## src/rtl/sio_rx.sv

```systemverilog
// UART receiver: 8N1 (8E1 with SIO_RX_PARITY_EN) deserialiser with a small receive FIFO.
// Ports: clk, reset(async hi), rxd, brdiv -> rdata/rvalid/rready pop, ferr/perr pulses, ovf sticky (clr).
module sio_rx #(
  parameter int FIFO_DEPTH = 4,
  parameter int BRDIV_W    = 16
) (
  input  logic               clk,
  input  logic               reset,
  input  logic               rxd,
  input  logic [BRDIV_W-1:0] brdiv,
  output logic [7:0]         rdata,
  output logic               rvalid,
  input  logic               rready,
  output logic               ferr,
  output logic               ovf,
  output logic               perr,
  input  logic               clr
);

  localparam int AW = $clog2(FIFO_DEPTH);

  typedef enum logic [2:0] {
    IDLE, START, DATA, PAR, STOP, BRK
  } st_t;

  st_t               st;
  logic              s1, rxs, rxs_d;
  logic [BRDIV_W-1:0] tcnt;
  logic              tick, fall, restart, mid;
  logic [3:0]        phase;
  logic [2:0]        bitn;
  logic [7:0]        sh;
  logic              push, pop, full, wr;
  logic [AW:0]       wptr, rptr;
  logic [7:0]        mem [FIFO_DEPTH];

  always_ff @(posedge clk or posedge reset) begin
    if (reset) begin
      s1    <= 1'b1;
      rxs   <= 1'b1;
      rxs_d <= 1'b1;
    end else begin
      s1    <= rxd;
      rxs   <= s1;
      rxs_d <= rxs;
    end
  end

  assign fall    = rxs_d & ~rxs;
  assign restart = (st == IDLE) && fall;
  // >= so a brdiv lowered mid-count still wraps promptly
  assign tick    = (tcnt >= brdiv);
  assign mid     = tick && (phase == 4'd15);

  always_ff @(posedge clk or posedge reset) begin
    if (reset)
      tcnt <= '0;
    else if (restart || tick)
      tcnt <= '0;
    else
      tcnt <= tcnt + BRDIV_W'(1);
  end

  always_ff @(posedge clk or posedge reset) begin
    if (reset) begin
      st    <= IDLE;
      phase <= '0;
      bitn  <= '0;
      sh    <= '0;
      ferr  <= 1'b0;
      perr  <= 1'b0;
    end else begin
      ferr <= 1'b0;
      perr <= 1'b0;
      unique case (st)
        IDLE: begin
          phase <= '0;
          if (fall) st <= START;
        end
        START: if (tick) begin
          if (phase == 4'd7) begin
            phase <= '0;
            bitn  <= '0;
            st    <= rxs ? IDLE : DATA;
          end else begin
            phase <= phase + 4'd1;
          end
        end
        DATA: if (tick) begin
          phase <= phase + 4'd1;
          if (phase == 4'd15) begin
            sh   <= {rxs, sh[7:1]};
            bitn <= bitn + 3'd1;
            if (bitn == 3'd7) begin
`ifdef SIO_RX_PARITY_EN
              st <= PAR;
`else
              st <= STOP;
`endif
            end
          end
        end
        PAR: if (tick) begin
          phase <= phase + 4'd1;
          if (phase == 4'd15) begin
`ifdef SIO_RX_PARITY_EN
            // even parity: data plus parity bit must have an even 1 count
            perr <= ^{sh, rxs};
`endif
            st <= STOP;
          end
        end
        STOP: if (tick) begin
          phase <= phase + 4'd1;
          if (phase == 4'd15) begin
            // leave at mid-stop so a back-to-back start edge is seen
            if (rxs) begin
              st <= IDLE;
            end else begin
              ferr <= 1'b1;
              st   <= BRK;
            end
          end
        end
        BRK: if (rxs) st <= IDLE;
        default: st <= IDLE;
      endcase
    end
  end

  assign push   = (st == STOP) && mid && rxs;
  assign rvalid = (wptr != rptr);
  assign full   = (wptr[AW] != rptr[AW]) &&
                  (wptr[AW-1:0] == rptr[AW-1:0]);
  assign pop    = rvalid & rready;
  assign wr     = push && (!full || pop);
  assign rdata  = mem[rptr[AW-1:0]];

  always_ff @(posedge clk or posedge reset) begin
    if (reset) begin
      wptr <= '0;
      rptr <= '0;
      ovf  <= 1'b0;
      for (int i = 0; i < FIFO_DEPTH; i++) mem[i] <= '0;
    end else begin
      if (wr) begin
        mem[wptr[AW-1:0]] <= sh;
        wptr <= wptr + (AW+1)'(1);
      end
      if (pop) rptr <= rptr + (AW+1)'(1);
      if (push && full && !pop)
        ovf <= 1'b1;
      else if (clr)
        ovf <= 1'b0;
    end
  end

endmodule
```

## config.mk

```make
export PLATFORM = sky130hd
export DESIGN_NAME = sio_rx
export DESIGN_NICKNAME = d
export VERILOG_FILES = /design/src/rtl/sio_rx.sv
export SDC_FILE = /design/constraint.sdc
export NUM_CORES = 1
export LEC_CHECK = 0
export CORE_MARGIN = 2
export CORE_UTILIZATION = 40
export CTS_BUF_LIST = sky130_fd_sc_hd__clkbuf_4 sky130_fd_sc_hd__clkbuf_8
export DETAILED_ROUTE_END_ITERATION = 8
export PLACE_DENSITY_LB_ADDON = 0.25
export SYNTH_ARGS = -nofsm -noshare
export SYNTH_HDL_FRONTEND = slang
export SYNTH_SLANG_ARGS = --single-unit
```

## constraint.sdc

```tcl
create_clock -name clk -period 3.2 [get_ports clk]
set_clock_uncertainty 0.2 [all_clocks]
set_input_delay 0.48 -clock clk [delete_from_list [all_inputs] [get_ports clk]]
set_output_delay 0.48 -clock clk [all_outputs]
set_load 0.01 [all_outputs]
```

# Word level (Yosys, flattened, before mapping)
# Index checks and enable logic that the tools add are counted.
dict set report op_classes {
  n_addsub 5
  n_eq_ne 23
  muxes 36
  bitwise_logic 5
  magnitude_cmp 4
  reduce_logical 22
}
# operator n
set ops {}
lappend ops {{2-to-1 mux 3 bit} 16}
lappend ops {{bitwise mux 32 bit} 1}
lappend ops {{2-to-1 mux 8 bit} 3}
lappend ops {{inequality test 2 bit (second input constant)} 11}
lappend ops {{one-hot mux 3 bit (6 select lines)} 1}
lappend ops {{adder 16 x 1 -> 16 bit (second input constant)} 1}
lappend ops {{binary-select mux 8 bit (select 2 bit)} 1}
lappend ops {{demux 8 bit (select 2 bit)} 1}
lappend ops {{>= comparator 16 bit} 1}
lappend ops {{2-to-1 mux 16 bit} 1}
lappend ops {{2-to-1 mux 4 bit} 3}
lappend ops {{one-hot mux 4 bit (3 select lines)} 1}
lappend ops {{AND reduction 11 bit} 1}
lappend ops {{adder 3 x 1 -> 3 bit (second input constant)} 3}
lappend ops {{equality test 3 bit (second input constant)} 3}
lappend ops {{logical AND 1 bit} 9}
lappend ops {{equality test 3 x 2 -> 1 bit (second input constant)} 2}
lappend ops {{>= comparator 3 bit (second input constant)} 2}
lappend ops {{2-to-1 mux 1 bit} 6}
lappend ops {{NOT 2 -> 3 bit} 2}
lappend ops {{one-hot mux 3 bit (2 select lines)} 1}
lappend ops {{AND reduction 3 bit} 2}
lappend ops {{AND reduction 5 bit} 1}
lappend ops {{adder 4 x 1 -> 4 bit (second input constant)} 1}
lappend ops {{17 further kinds} 21}
dict set report totals {
  output_inout_bits 12
  in_bits 21
  register_bits 77
  word_cells 111
}

# Longest topological paths before layout
# Gate-level depths: netlist of the first run.
dict set report logic_depth {
  ltp_word 7
  depth_mapped 10
  depth_no_buf 8
}

# Worst setup path before layout of the first run
# No wires, ideal clock.
dict set report synth_path {
  path_type {input to register}
  from {input brdiv[7]}
  to {register sh[0]}
  n_path_buf 1
  t_arrival_ps 2755
  setup_slack_ps 120
  t_required_ps 2875
  setup_time_ps 125
  cell_stages 9
  cell_sequence {inv_1 -> ha_1 -> nand3_1 -> or3_1 -> o41a_4 -> and2_1 -> buf_6 -> nor4b_4 -> mux2_2}
}
dict set report synth_via {
  elab_chain_cells 2
}
# item line
set synth_lines {}
lappend synth_lines {{start: declaration} 10} ;# input logic [BRDIV_W-1:0] brdiv,
lappend synth_lines {{>= comparator 16 bit} 52} ;# assign tick = (tcnt >= brdiv);
lappend synth_lines {{AND reduction 3 bit (no source line)} -}
lappend synth_lines {{end signal: assignment} 92} ;# sh <= {rxs, sh[7:1]};
lappend synth_lines {{end: declaration} 32} ;# logic [7:0] sh;
# No other way between the ends.
# A chain may end at the register's enable or synchronous reset.

# Worst setup path after layout of the first run
dict set report layout_path {
  from {input brdiv[6]}
  to {register mem[7] (netlist bit)}
}
dict set report layout_via {
  elab_chain_cells 5
}
# item line
set layout_lines {}
lappend layout_lines {{>= comparator 16 bit} 52}
lappend layout_lines {{logical AND 1 bit} 53} ;# assign mid = tick && (phase == 4'd15);
lappend layout_lines {{logical AND 1 bit (2 in series)} 131} ;# assign push = (st == STOP) && mid && rxs;
lappend layout_lines {{logical AND 1 bit} 136} ;# assign wr = push && (!full || pop);
lappend layout_lines {{end signal: indexed assignment} 147} ;# mem[wptr[AW-1:0]] <= sh;
lappend layout_lines {{end: declaration} 35} ;# logic [7:0] mem [FIFO_DEPTH];
# No other way between the ends.

==> reports/metrics.yaml, run 1 <==
synth:
  synth_edf_count: 0
  async_flop_share_pct: 100
  ys_seq_elements: 77
  synth_cell_types: 50
  syn-cell-area_um2: 4050
  yosysWarningCount: 0
  yosysSeqAreaShare_pct: 47.7
  postSynthCellCount: 352
  mappedNetlistNets: 398
  synth_ff_type: "dfrtp_1"
  syn_area_per_cell_um2: 11.5
place:
  portBuffers: 31
  post_dp_cell_area_um2: 4700
  gp_congestion: 0.833
  place_ws_ns: -0.289
  dp_hpwl_um: 5610
routing:
  avgViaCountPerCell: 5.11
  drt_iter0_markers: 120
  vias: 2769
  wl_per_cell_um: 14.5
  drc: 0
  wirelength_um: 7850
  postRouteAntennaNets: 0
  first_pass_iters: 4
setup_path:
  crit_chain: "clkdlybuf4s50_1, inv_1, ha_1, nand3_1, or3_1, o41a_4, a211oi_2, and2_1, buf_12, mux2_2"
  endpoint_kind: "flip-flop"
  worstPathMaxFanout: 9
  cp_slowest_cell: "clkdlybuf4s50_1"
  path_class: "input port to flip-flop"
  critical-path-top-delay-family: "compound AO/OA/AOI/OAI gates"
  slowest_delay_ns: 0.46
  worstPathRequired_ns: 3.23
  startpoint_type: "input port"
  cp.buffers_inverters: 3
  worstPathArrival_ns: 3.15
clock_tree:
  cts.clk_slew.worst_paths_ns: 0.08
  cts_resized: 0
  cts_made_buffers: 9
  htree_levels: 3
  cts_buffer_depth: 2
  clkLatencyLatePin_ns: 0.35
  clock_sinks: 77
  cts_tree: "yes"
  clockRootBuffer: "clkbuf_8"
  cts_hold_buf: 0
  post-cts-setup-buffers: 0
pwr:
  switching_share_pct: 30.8
  leakagePower_nw: 2.33
  finalPower_mw: 2.25
  p_clk_share_pct: 31.4
  switchingPower_uw: 694
  seqPwrFrac_pct: 51.4
  p_int_mw: 1.56
  peakVddDrop_v: 0.000251
  powerDensity_nw_per_um2: 460
  p_comb_share_pct: 17.2
timing:
  fin_tns_setup_ns: 0
  finalWorstSetupSlack_ns: 0.0807
  slew_headroom_pct: 53.3
  fmax_mhz: 321
  finalSetupViolCount: 0
  rsz0062_at_grt: "false"
  maxSlewViolCount: 0
  period_share_pct: 97.5
  tightest_slew_ns: 0.682
  fin_crit_ns: 3.12
  hold_viol: 0
global_routing:
  grt_max_degree: 56
  grt_antenna_before_repair: 0
  grt_pass1_wl_um: 14000
  grt_pass1_vias: 2920
  overflow: 0
  grt.total_usage_pct: 15.7
finish:
  nets: 450
  drive_gt1_share_pct: 24.0
  n_antenna_cell: 0
  layout_common_cells: "dfrtp_1, mux2_2, clkdlybuf4s50_1, nor2_1, ha_1"
  fin_util_pct: 49.8
  fin_area_um2: 4890
  mostFrequentLayoutCell: "dfrtp_1"
  syn_to_final_growth_pct: 20.7
die:
  floorplan.initialDensity_pct: 41.2
  die-width_um: 105
  core_um2: 9820
  ios: 33
  die_h_um: 105
  dieArea_um2: 10900
  rows: 36
job:
  cap_violations: 0
run_status:
  run_status: "completed"
hold_path:
  hold_path_class: "flip-flop to flip-flop"
==> metal layers <==
metal  routed length, um  GRT usage, %  vias up  share of wire (%)
met5                   0             0        -                  0
met4                 140          5.24        0                1.8
met3                 246          3.24       11                3.1
met2                3800          26.0       44                 48
met1                3670          20.6     1360                 47
li1                    -             -     1354                  -
==> kinds of logic after synthesis <==
logic type | after synthesis | share of synthesized area (%)
buffers and inverters | 38 | 3.92
XOR/XNOR | 21 | 4.54
AND/OR/NAND/NOR | 97 | 12.3
flip-flops | 77 | 47.7
adder cells (fa/ha/maj) | 25 | 7.72
multiplexers | 50 | 16.1
other | 1 | 0.0926
AO/OA/AOI/OAI | 43 | 7.63
==> area by class of cell <==
type | count | area [um^2]
Timing Repair Buffer | 55 | 553
Fill cell | 936 | 4930
Tap cell | 133 | 166
Clock buffer | 9 | 124
Sequential cell | 77 | 1930
Inverter | 24 | 90.1
Multi-Input combinational cell | 237 | 1960
Clock inverter | 7 | 63.8
==> registers in the layout, indices dropped and copies added (netlist names) <==
register	count
mem	32
phase	4
rxs_d	1
rptr	3
rxs	1
wptr	3
ferr	1
tcnt	16
sh	8
st	3
s1	1
bitn	3
ovf	1
==> cell usage after synthesis (2+ instances only) <==
cell / instances / area share, %
o2bb2ai_1: 2 / 0.43
o22ai_1: 2 / 0.31
clkbuf_1: 7 / 0.65
nor2b_1: 6 / 0.93
a31oi_1: 3 / 0.46
mux2_2: 41 / 11
buf_2: 4 / 0.49
a221o_1: 2 / 0.49
or3_1: 2 / 0.31
nand3_1: 16 / 2.0
and3_1: 6 / 0.93
inv_1: 24 / 2.2
or2_2: 2 / 0.31
nor3_1: 3 / 0.37
xnor2_1: 12 / 2.6
dfstp_2: 3 / 1.9
a21oi_1: 12 / 1.5
and2_1: 5 / 0.77
dfrtp_1: 74 / 46
a22o_1: 3 / 0.65
a2111oi_0: 2 / 0.43
mux4_2: 8 / 4.4
o21ai_0: 6 / 0.74
nor2_1: 27 / 2.5
ha_1: 25 / 7.7
nand2_1: 16 / 1.5
nand4_1: 8 / 1.2
xor2_1: 9 / 1.9
==> power by group through the flow <==
stage	Combinational [mW]	Clock, mW	Sequential, mW
floorplan	0.311	0	1.11
global placement	0.384	0	1.18
detailed placement	0.393	0	1.18
CTS	0.396	0.731	1.16
global route	0.445	0.778	1.17
finish	0.387	0.707	1.16
==> metrics by stage <==
| step | instances | hold WS, ns |
|---|---|---|
| after global routing | 542 | 0.173 |
| after global placement | 526 | 0.154 |
| after floorplan | 352 | 0.145 |
| after detailed placement | 526 | 0.155 |
| final | 542 | 0.164 |
| after CTS | 542 | 0.167 |
==> final timing paths <==
check	from	end	slack (ns)	cells after the start
max reg2reg	tcnt[5]	mem[7]	0.27	8
max	brdiv[6]	mem[7]	0.08	10
min	s1	rxs	0.16	0
min in group asynchronous	reset	tcnt[13]	0.28	2
max in group asynchronous	reset	s1	1.80	3
min reg2reg	s1	rxs	0.16	0
No activity file was read; power rests on OpenSTA's default activity.
==> inputs of run 2 (changes only) <==
--- a/config.mk
+++ b/config.mk
@@ -5,6 +5,7 @@
 export SDC_FILE = /design/constraint.sdc
 export NUM_CORES = 1
 export LEC_CHECK = 0
+export ABC_CLOCK_PERIOD_IN_PS = 3200
 export CORE_MARGIN = 2
 export CORE_UTILIZATION = 40
 export CTS_BUF_LIST = sky130_fd_sc_hd__clkbuf_4 sky130_fd_sc_hd__clkbuf_8
==> results of run 2 <==
Final layout, timing and power as in run 1 (identical DEF).
==> RTL edit: new RTL, settings of run 1 <==
The 6 values of `st_t` get a Gray code encoding in 3 bits.
--- a/src/rtl/sio_rx.sv
+++ b/src/rtl/sio_rx.sv
@@ -20,7 +20,7 @@
   localparam int AW = $clog2(FIFO_DEPTH);
 
   typedef enum logic [2:0] {
-    IDLE, START, DATA, PAR, STOP, BRK
+    IDLE = 3'b000, START = 3'b001, DATA = 3'b011, PAR = 3'b010, STOP = 3'b110, BRK = 3'b111
   } st_t;
 
   st_t               st;
Behaviour: same outputs for any inputs over 10 cycles, from zero or initial values and one cycle with reset high; not proved beyond that.
==> RTL edit against run 1 <==
Sequential cell count unchanged. Area after synthesis up 0.99%. Power up 1.3%. Final area down 1.5%. Register-to-register slack better by 0.08 ns. Clock power up 12%. Routed wire length down 9.4%. Synthesized cell count down 5.4%. Setup slack better by 0.13 ns. Count of clock-buffer cells in the layout unchanged.
==> RTL edit: results (changes against run 1) <==
| Metric | Value |
|---|---|
| Vias in the first global route | `2,546 (-13%)` |
| Syn nets | `379 (-4.8%)` |
| Post-Synth Adder-Cell Area | `0.0765 (-0.000756)` |
| Leak Pwr | `2.32 nW (-0.44%)` |
| Synth cell count leaders | `dfrtp_1 (74), mux2_2 (38), nor2_1 (27), ha_1 (25), inv_1 (24)` |
| Slew margin rel. | `0.624 (+0.0906)` |
| Nets | `422 (-6.2%)` |
| Largest net degree at the start of global routing | `55 (-1.8%)` |
| Post-placement cell count | `498 (-5.3%)` |
| Synth area leaders | `dfrtp_1 (45%), mux2_2 (10%), ha_1 (7.6%)` |
| Via density | `5.04 (-1.4%)` |
| CP delay by family, top | `simple AND/OR/NAND/NOR gates` |
| Critical path's slowest cell | `or4_1` |
| Iter 0 DRT Violations | `77 (-36%)` |
| Mapped Cells | `333 (-5.4%)` |
| Mux contribution to synthesized area | `0.178 (+0.0171)` |
| Tot GR Track Use | `0.141 (-0.0160)` |
| Post-synthesis sequential area ratio | `0.472 (-0.00467)` |
| First-pass GRT wire length | `12,500 um (-10%)` |
| Final std cells w/o fill | `513 (-5.4%)` |
| HPWL Detailed | `5050 um (-10%)` |
| RD Place Congestion | `0.810 (-2.8%)` |
| Outcome | `complete, no violations` |
| Reg2Reg Setup Slack | `0.35 ns (+0.08 ns)` |
| CP Max Fanout | `10 (+1)` |
| WP data arrival | `3.03 ns (-0.12 ns)` |
[RTL edit: power breakdown]
part | switching (mW) | leakage (nW) | internal, mW | total (mW)
sequential | 0.113 | 1.04 | 1.04 | 1.15
clock | 0.359 | 0.101 | 0.435 | 0.794
combinational | 0.161 | 1.17 | 0.170 | 0.331
[RTL edit: path summary, 6_finish.rpt]
check / startpoint / to / depth (start not counted)
hold reg to reg: s1 / rxs / 0
max in group asynchronous: reset / mem[18] / 3
min in group asynchronous: reset / tcnt[1] / 2
setup / recovery: brdiv[6] / sh[6] / 9
hold / removal: s1 / rxs / 0
setup reg to reg: tcnt[0] / bitn[0] / 9
[RTL edit: logic make-up (layout without fill, tap and decap cells)]
logic type	count (synthesis)	in the layout
AO/OA/AOI/OAI	29	29
XOR/XNOR	21	21
adder cells (fa/ha/maj)	25	25
buffers and inverters	33	80
flip-flops	77	77
multiplexers	54	54
other	1	1
AND/OR/NAND/NOR	93	93
[RTL edit: metal layers]
layer  vias to the layer above  GRT usage  wire (um)
li1                       1263          -          -
met1                      1274      0.196       3490
met2                        41      0.221       3310
met3                         6     0.0274        238
met4                         0     0.0457         74
met5                         -          0          0
[RTL edit: layout make-up]
| type | count | area [um^2] |
|---|---|---|
| Timing Repair Buffer | 41 | 410 |
| Multi-Input combinational cell | 223 | 2000 |
| Clock inverter | 6 | 88.8 |
| Sequential cell | 77 | 1930 |
| Tap cell | 133 | 166 |
| Fill cell | 862 | 5050 |
| Clock buffer | 9 | 124 |
| Inverter | 24 | 90.1 |
[RTL edit: metrics by stage]
stage | cell area (um^2) | setup slack (ns) | hold slack (ns) | power, mW
after detailed placement | 4600 | -0.150 | 0.149 | 1.50
final | 4810 | 0.212 | 0.158 | 2.28
after CTS | 4810 | 0.222 | 0.160 | 2.31
after global routing | 4810 | 0.111 | 0.163 | 2.42
after floorplan | 4090 | 0.471 | 0.145 | 1.40
after global placement | 4600 | -0.127 | 0.146 | 1.50
